--- src/rtl/multi_pulse_generator.sv ---
// Multi-channel programmable pulse/PWM generator.
// Each channel runs periodic, one-shot or burst waveforms with its own period and high time.

module mpg_channel #(
  parameter int N = 8
) (
  input  logic         clk,
  input  logic         rst,
  input  logic         ena,
  input  logic [1:0]   mode,
  input  logic [N-1:0] ticks,
  input  logic [N-1:0] width,
  input  logic [N-1:0] burst,
  input  logic         start,
  output logic         out,
  output logic         busy,
  output logic         done
);
  // state | meaning
  // IDLE  | waiting for a launch; out/busy low
  // RUN   | counting cnt 0..T-1 through one or more periods
  typedef enum logic {IDLE = 1'b0, RUN = 1'b1} state_t;

  localparam logic [1:0] MODE_OFF   = 2'd0;
  localparam logic [1:0] MODE_PER   = 2'd1;
  localparam logic [1:0] MODE_ONE   = 2'd2;
  localparam logic [1:0] MODE_BURST = 2'd3;

  state_t       state_q, state_d;
  logic [N-1:0] cnt_q, cnt_d;
  logic [N-1:0] t_q, t_d;
  logic [N-1:0] w_q, w_d;
  logic [N-1:0] b_q, b_d;
  logic [1:0]   m_q, m_d;
  logic         out_q, out_d;
  logic         done_q, done_d;
  logic         launch;
  logic         at_end;
  logic         live_ok;

  always_comb begin
    state_d = state_q;
    cnt_d   = cnt_q;
    t_d     = t_q;
    w_d     = w_q;
    b_d     = b_q;
    m_d     = m_q;
    out_d   = out_q;
    done_d  = 1'b0;

    launch  = ena && (ticks != '0) &&
              ((mode == MODE_PER) ||
               (((mode == MODE_ONE) || (mode == MODE_BURST)) && start));
    at_end  = (cnt_q == (t_q - N'(1)));
    live_ok = (mode == MODE_PER) && (ticks != '0);

    if (!ena) begin
      state_d = IDLE;
      cnt_d   = '0;
      out_d   = 1'b0;
    end else begin
      unique case (state_q)
        IDLE: begin
          cnt_d = '0;
          out_d = 1'b0;
          if (launch) begin
            state_d = RUN;
            t_d     = ticks;
            w_d     = width;
            b_d     = (burst == '0) ? N'(1) : burst;
            m_d     = mode;
            out_d   = (width != '0);
          end
        end
        RUN: begin
          if (!at_end) begin
            cnt_d = cnt_q + N'(1);
            out_d = ((cnt_q + N'(1)) < w_q);
          end else begin
            cnt_d = '0;
            unique case (m_q)
              MODE_PER: begin
                // periodic channels pick up new period/width only at a boundary
                if (live_ok) begin
                  t_d   = ticks;
                  w_d   = width;
                  out_d = (width != '0);
                end else begin
                  state_d = IDLE;
                  out_d   = 1'b0;
                end
              end
              MODE_ONE: begin
                state_d = IDLE;
                out_d   = 1'b0;
                done_d  = 1'b1;
              end
              MODE_BURST: begin
                if (b_q == N'(1)) begin
                  state_d = IDLE;
                  out_d   = 1'b0;
                  done_d  = 1'b1;
                end else begin
                  b_d   = b_q - N'(1);
                  out_d = (w_q != '0);
                end
              end
              MODE_OFF: begin
                state_d = IDLE;
                out_d   = 1'b0;
              end
              default: begin
                state_d = IDLE;
                out_d   = 1'b0;
              end
            endcase
          end
        end
        default: begin
          state_d = IDLE;
          cnt_d   = '0;
          out_d   = 1'b0;
        end
      endcase
    end
  end

  always_ff @(posedge clk) begin
    if (rst) begin
      state_q <= IDLE;
      cnt_q   <= '0;
      t_q     <= '0;
      w_q     <= '0;
      b_q     <= '0;
      m_q     <= MODE_OFF;
      out_q   <= 1'b0;
      done_q  <= 1'b0;
    end else begin
      state_q <= state_d;
      cnt_q   <= cnt_d;
      t_q     <= t_d;
      w_q     <= w_d;
      b_q     <= b_d;
      m_q     <= m_d;
      out_q   <= out_d;
      done_q  <= done_d;
    end
  end

  assign out  = out_q;
  assign busy = (state_q == RUN);
  assign done = done_q;
endmodule

module multi_pulse_generator #(
  parameter int N        = 8,
  parameter int CHANNELS = 4
) (
  input  logic                  clk,
  input  logic                  rst,
  input  logic [CHANNELS-1:0]   ena,
  input  logic [2*CHANNELS-1:0] mode,
  input  logic [N*CHANNELS-1:0] ticks,
  input  logic [N*CHANNELS-1:0] width,
  input  logic [N*CHANNELS-1:0] burst,
  input  logic [CHANNELS-1:0]   start,
  output logic [CHANNELS-1:0]   out,
  output logic [CHANNELS-1:0]   busy,
  output logic [CHANNELS-1:0]   done
);
  for (genvar i = 0; i < CHANNELS; i++) begin : g_ch
    mpg_channel #(.N(N)) u_ch (
      .clk   (clk),
      .rst   (rst),
      .ena   (ena[i]),
      .mode  (mode[2*i +: 2]),
      .ticks (ticks[N*i +: N]),
      .width (width[N*i +: N]),
      .burst (burst[N*i +: N]),
      .start (start[i]),
      .out   (out[i]),
      .busy  (busy[i]),
      .done  (done[i])
    );
  end
endmodule

--- config.mk ---
export PLATFORM = sky130hd
export DESIGN_NAME = multi_pulse_generator
export DESIGN_NICKNAME = d
export VERILOG_FILES = /design/src/rtl/multi_pulse_generator.sv
export SDC_FILE = /design/constraint.sdc
export NUM_CORES = 1
export LEC_CHECK = 0
export CORE_ASPECT_RATIO = 1.4
export CORE_UTILIZATION = 51
export DETAILED_ROUTE_END_ITERATION = 10
export PLACE_DENSITY_LB_ADDON = 0.25
export SLEW_MARGIN = 20
export SYNTH_ARGS = -nofsm -noshare
export SYNTH_HDL_FRONTEND = slang
export SYNTH_SLANG_ARGS = --single-unit
--- constraint.sdc ---
create_clock -name clk -period 2.78 [get_ports clk]
set_input_delay 0.556 -clock clk [delete_from_list [all_inputs] [get_ports clk]]
set_output_delay 0.556 -clock clk [all_outputs]
set_load 0.01 [all_outputs]
==> results.yml, run 1 <==
drt:
  route.met3.wl_mm: 1.20
  wl_mm: 27.0
  avgRoutedWirePerCell_um: 16.4
  dr.first_iter.drc_count: 664
  viasPerCell: 6.09
  drc: 0
  dr_total_vias: 9988
  ant_nets: 0
  routedLengthMet1_mm: 10.8
  top_layer_used: "met4"
  first_pass_iters: 5
  route.met2.wl_mm: 14.3
sta:
  final.min_clock_period_ps: 2720
  fin_skew_ps: 13.6
  drv_slew: 0
  relSlewSlack_pct: 49.0
  tightestPinTransition_ps: 765
  hold_slack_ps: 476
  final_hold_viol_count: 0
  setup_violations: 0
  post-route-period-util_pct: 97.8
  rsz0062_at_grt: "true"
  fmax_mhz: 368
synthesis:
  syn_area_per_cell_um2: 7.76
  synth_warnings: 0
  yosys.area.top_type: "dfxtp_1"
  synthDistinctLibCells: 82
  ys_async_sr_fraction_pct: 0
  syn-cell-area_um2: 9770
  synth_top_area_share_pct: 30.3
  synth_seq_cells: 148
  synth-edff-count: 0
  synth_area_leaders: "dfxtp_1 30%, nand3_1 5.7%, ha_1 5.6%, nand2_1 5.4%, xnor2_1 3.6%"
  yosysSeqAreaShare_pct: 30.3
  synth_nets: 1417
  ys.flop_type: "dfxtp_1"
  netlist_instances: 1259
clocking:
  htreeDepth: 4
  clkTransAtPathRegs_ps: 70
  cts_tree: "built"
  cts_sinks: 148
  root_buffer: "clkbuf_16"
  numCtsBuffers: 17
  clkLatencyLatePin_ps: 440
  cts_buffer_depth: 2
run_status:
  status: "finished, final reports clean"
critical_path:
  regToRegSetupSlack_ps: 60
  critPathMaxFanout: 8
  arrival_ps: 3040
  r2r_start: "g_ch[0].u_ch.t_q[1]"
  cp-end-kind: "flip-flop"
  worst-r2r-cell-count: 9
  cp.required_ps: 3100
  cp-start-kind: "flip-flop"
  r2r-end: "g_ch[0].u_ch.b_q[1]"
  timing_worst_setup_path_type: "reg -> reg"
placed_design:
  hpwlAfterDp_mm: 19.7
  gp_congestion: 0.847
  placed_area_um2: 11500
  io_buffers: 125
floorplanning:
  ios: 126
  coreArea_um2: 18700
  start_util_pct: 52.3
  rows: 59
  die-area_um2: 19700
  die_w_um: 119
  die_y_um: 166
grt:
  grt_use_total_pct: 27.6
  antenna_found_initial: 0
  grt_pass1_vias: 9729
  grt_max_degree: 68
  grt_pass1_wl_mm: 45.2
  grt-ovfl-total: 0
finish:
  n_fill_cell: 1645
  area_growth_pct: 24.6
  nets: 1542
  layout_common_cells: "147 x dfxtp_1, 141 x nand2_1, 124 x clkdlybuf4s50_1"
  final_common_cell: "dfxtp_1"
  antenna_cells: 0
  drive_gt1_share_pct: 9.88
  stdcell_area_um2: 12200
power:
  p_leak_uw: 0.00470
  ir_drop_mv: 0.455
  power_density_nw_per_um2: 490
hold_path:
  min_path_type: "reg -> reg"
  hold_path_depth: 2
  min_to: "g_ch[2].u_ch.w_q[4]"
  hold_path.startpoint: "g_ch[2].u_ch.w_q[4]"
run:
  maxCapViolations: 0
## cells in the mapped netlist (29+ instances only)
master / n
and3_1: 29
nor2_1: 73
ha_1: 44
clkbuf_1: 66
inv_1: 59
xnor2_1: 40
a21oi_1: 68
dfxtp_1: 148
nand2_1: 141
nor3_1: 42
nand3_1: 111
o21ai_0: 38
nor4_1: 30
## logic make-up after synthesis
group / count (synthesis) / share of synthesized area, %
buffers and inverters: 152 / 6.55
xor gates and xnor gates: 63 / 5.79
muxes: 26 / 2.68
DFF: 148 / 30.3
AOI/OAI and AO/OA: 280 / 20.5
and+or+nand+nor: 546 / 28.5
adders and majority gates: 44 / 5.63
## through the flow
step | util (%) | TNS (ps) | power [µW] | setup WS [ps] | cells
final | 65.2 | 0 | 5970 | 59.8 | 1641
after global routing | 65.2 | -52.2 | 6230 | -10.2 | 1641
after CTS | 64.9 | 0 | 5970 | 2.25 | 1640
after detailed placement | 61.5 | -4030 | 3530 | -274 | 1607
after global placement | 61.5 | -3640 | 3500 | -228 | 1607
after floorplan | - | 0 | 3070 | 50.3 | 1259
## per-layer routing
| layer | up-vias | global-route usage (%) |
|---|---|---|
| met5 | - | 0 |
| met1 | 4722 | 31.4 |
| met2 | 313 | 50.3 |
| met4 | 0 | 12.3 |
| met3 | 67 | 4.29 |
| li1 | 4886 | - |
## power by group
part | total (µW) | switching (µW) | internal [µW] | leakage [µW]
Sequential | 2340 | 114 | 2230 | 0.00121
Combinational | 1170 | 605 | 567 | 0.00320
Clock | 2460 | 1020 | 1440 | 0.000294
## state kept, by name, summed over array words and instances (netlist names)
name	count
g_ch.u_ch.b_q	32
g_ch.u_ch.busy	4
g_ch.u_ch.cnt_q	32
g_ch.u_ch.done	4
g_ch.u_ch.m_q	8
g_ch.u_ch.out	4
g_ch.u_ch.t_q	32
g_ch.u_ch.w_q	32
## worst max-delay path by stage
| stage | startpoint | end | depth (start not counted) |
|---|---|---|---|
| finish | g_ch[0].u_ch.t_q[1] | g_ch[0].u_ch.b_q[1] | 9 |
| CTS | g_ch[0].u_ch.t_q[1] | g_ch[0].u_ch.b_q[0] | 8 |
| global placement | ticks[20] | g_ch[2].u_ch.w_q[3] | 7 |
| global route | g_ch[3].u_ch.t_q[0] | g_ch[3].u_ch.w_q[7] | 7 |
| floorplan | g_ch[0].u_ch.t_q[0] | g_ch[0].u_ch.b_q[0] | 9 |
| detailed placement | ticks[20] | g_ch[2].u_ch.w_q[7] | 7 |
## final cells by class
type	instances	area [µm²]	share of cell area, %
Inverter	61	231	1.90
Multi-Input combinational cell	959	6240	51.3
Clock inverter	15	190	1.56
Clock buffer	17	425	3.49
Sequential cell	148	2960	24.3
Timing Repair Buffer	197	1820	14.9
Tap cell	244	305	2.51
## worst max-delay path, stage by stage, from the launching register on
cell       delay [ps]
dfxtp_2           330
inv_1              60
ha_2              170
or3b_4            380
or4_4             440
a2111oi_4         360
a31oi_2           170
a221o_2           430
buf_4             170
mux2i_1           100
## repair_timing
action / CTS / global route
endpoints found under the setup margin: 12 / 45
hold buffers: 0 / 0
gates resized for setup: 2 / 9
endpoints found under the hold margin: 0 / 0
setup buffers: 1 / 1
pin swaps: 1 / 5
Power figures use the tool's default switching activity.
==> run 2: changes to the inputs <==
Settings changed: GPL_ROUTABILITY_DRIVEN set to 0.
==> results of run 2 <==
Same layout as run 1: the final DEF is identical, and so are final timing and power.
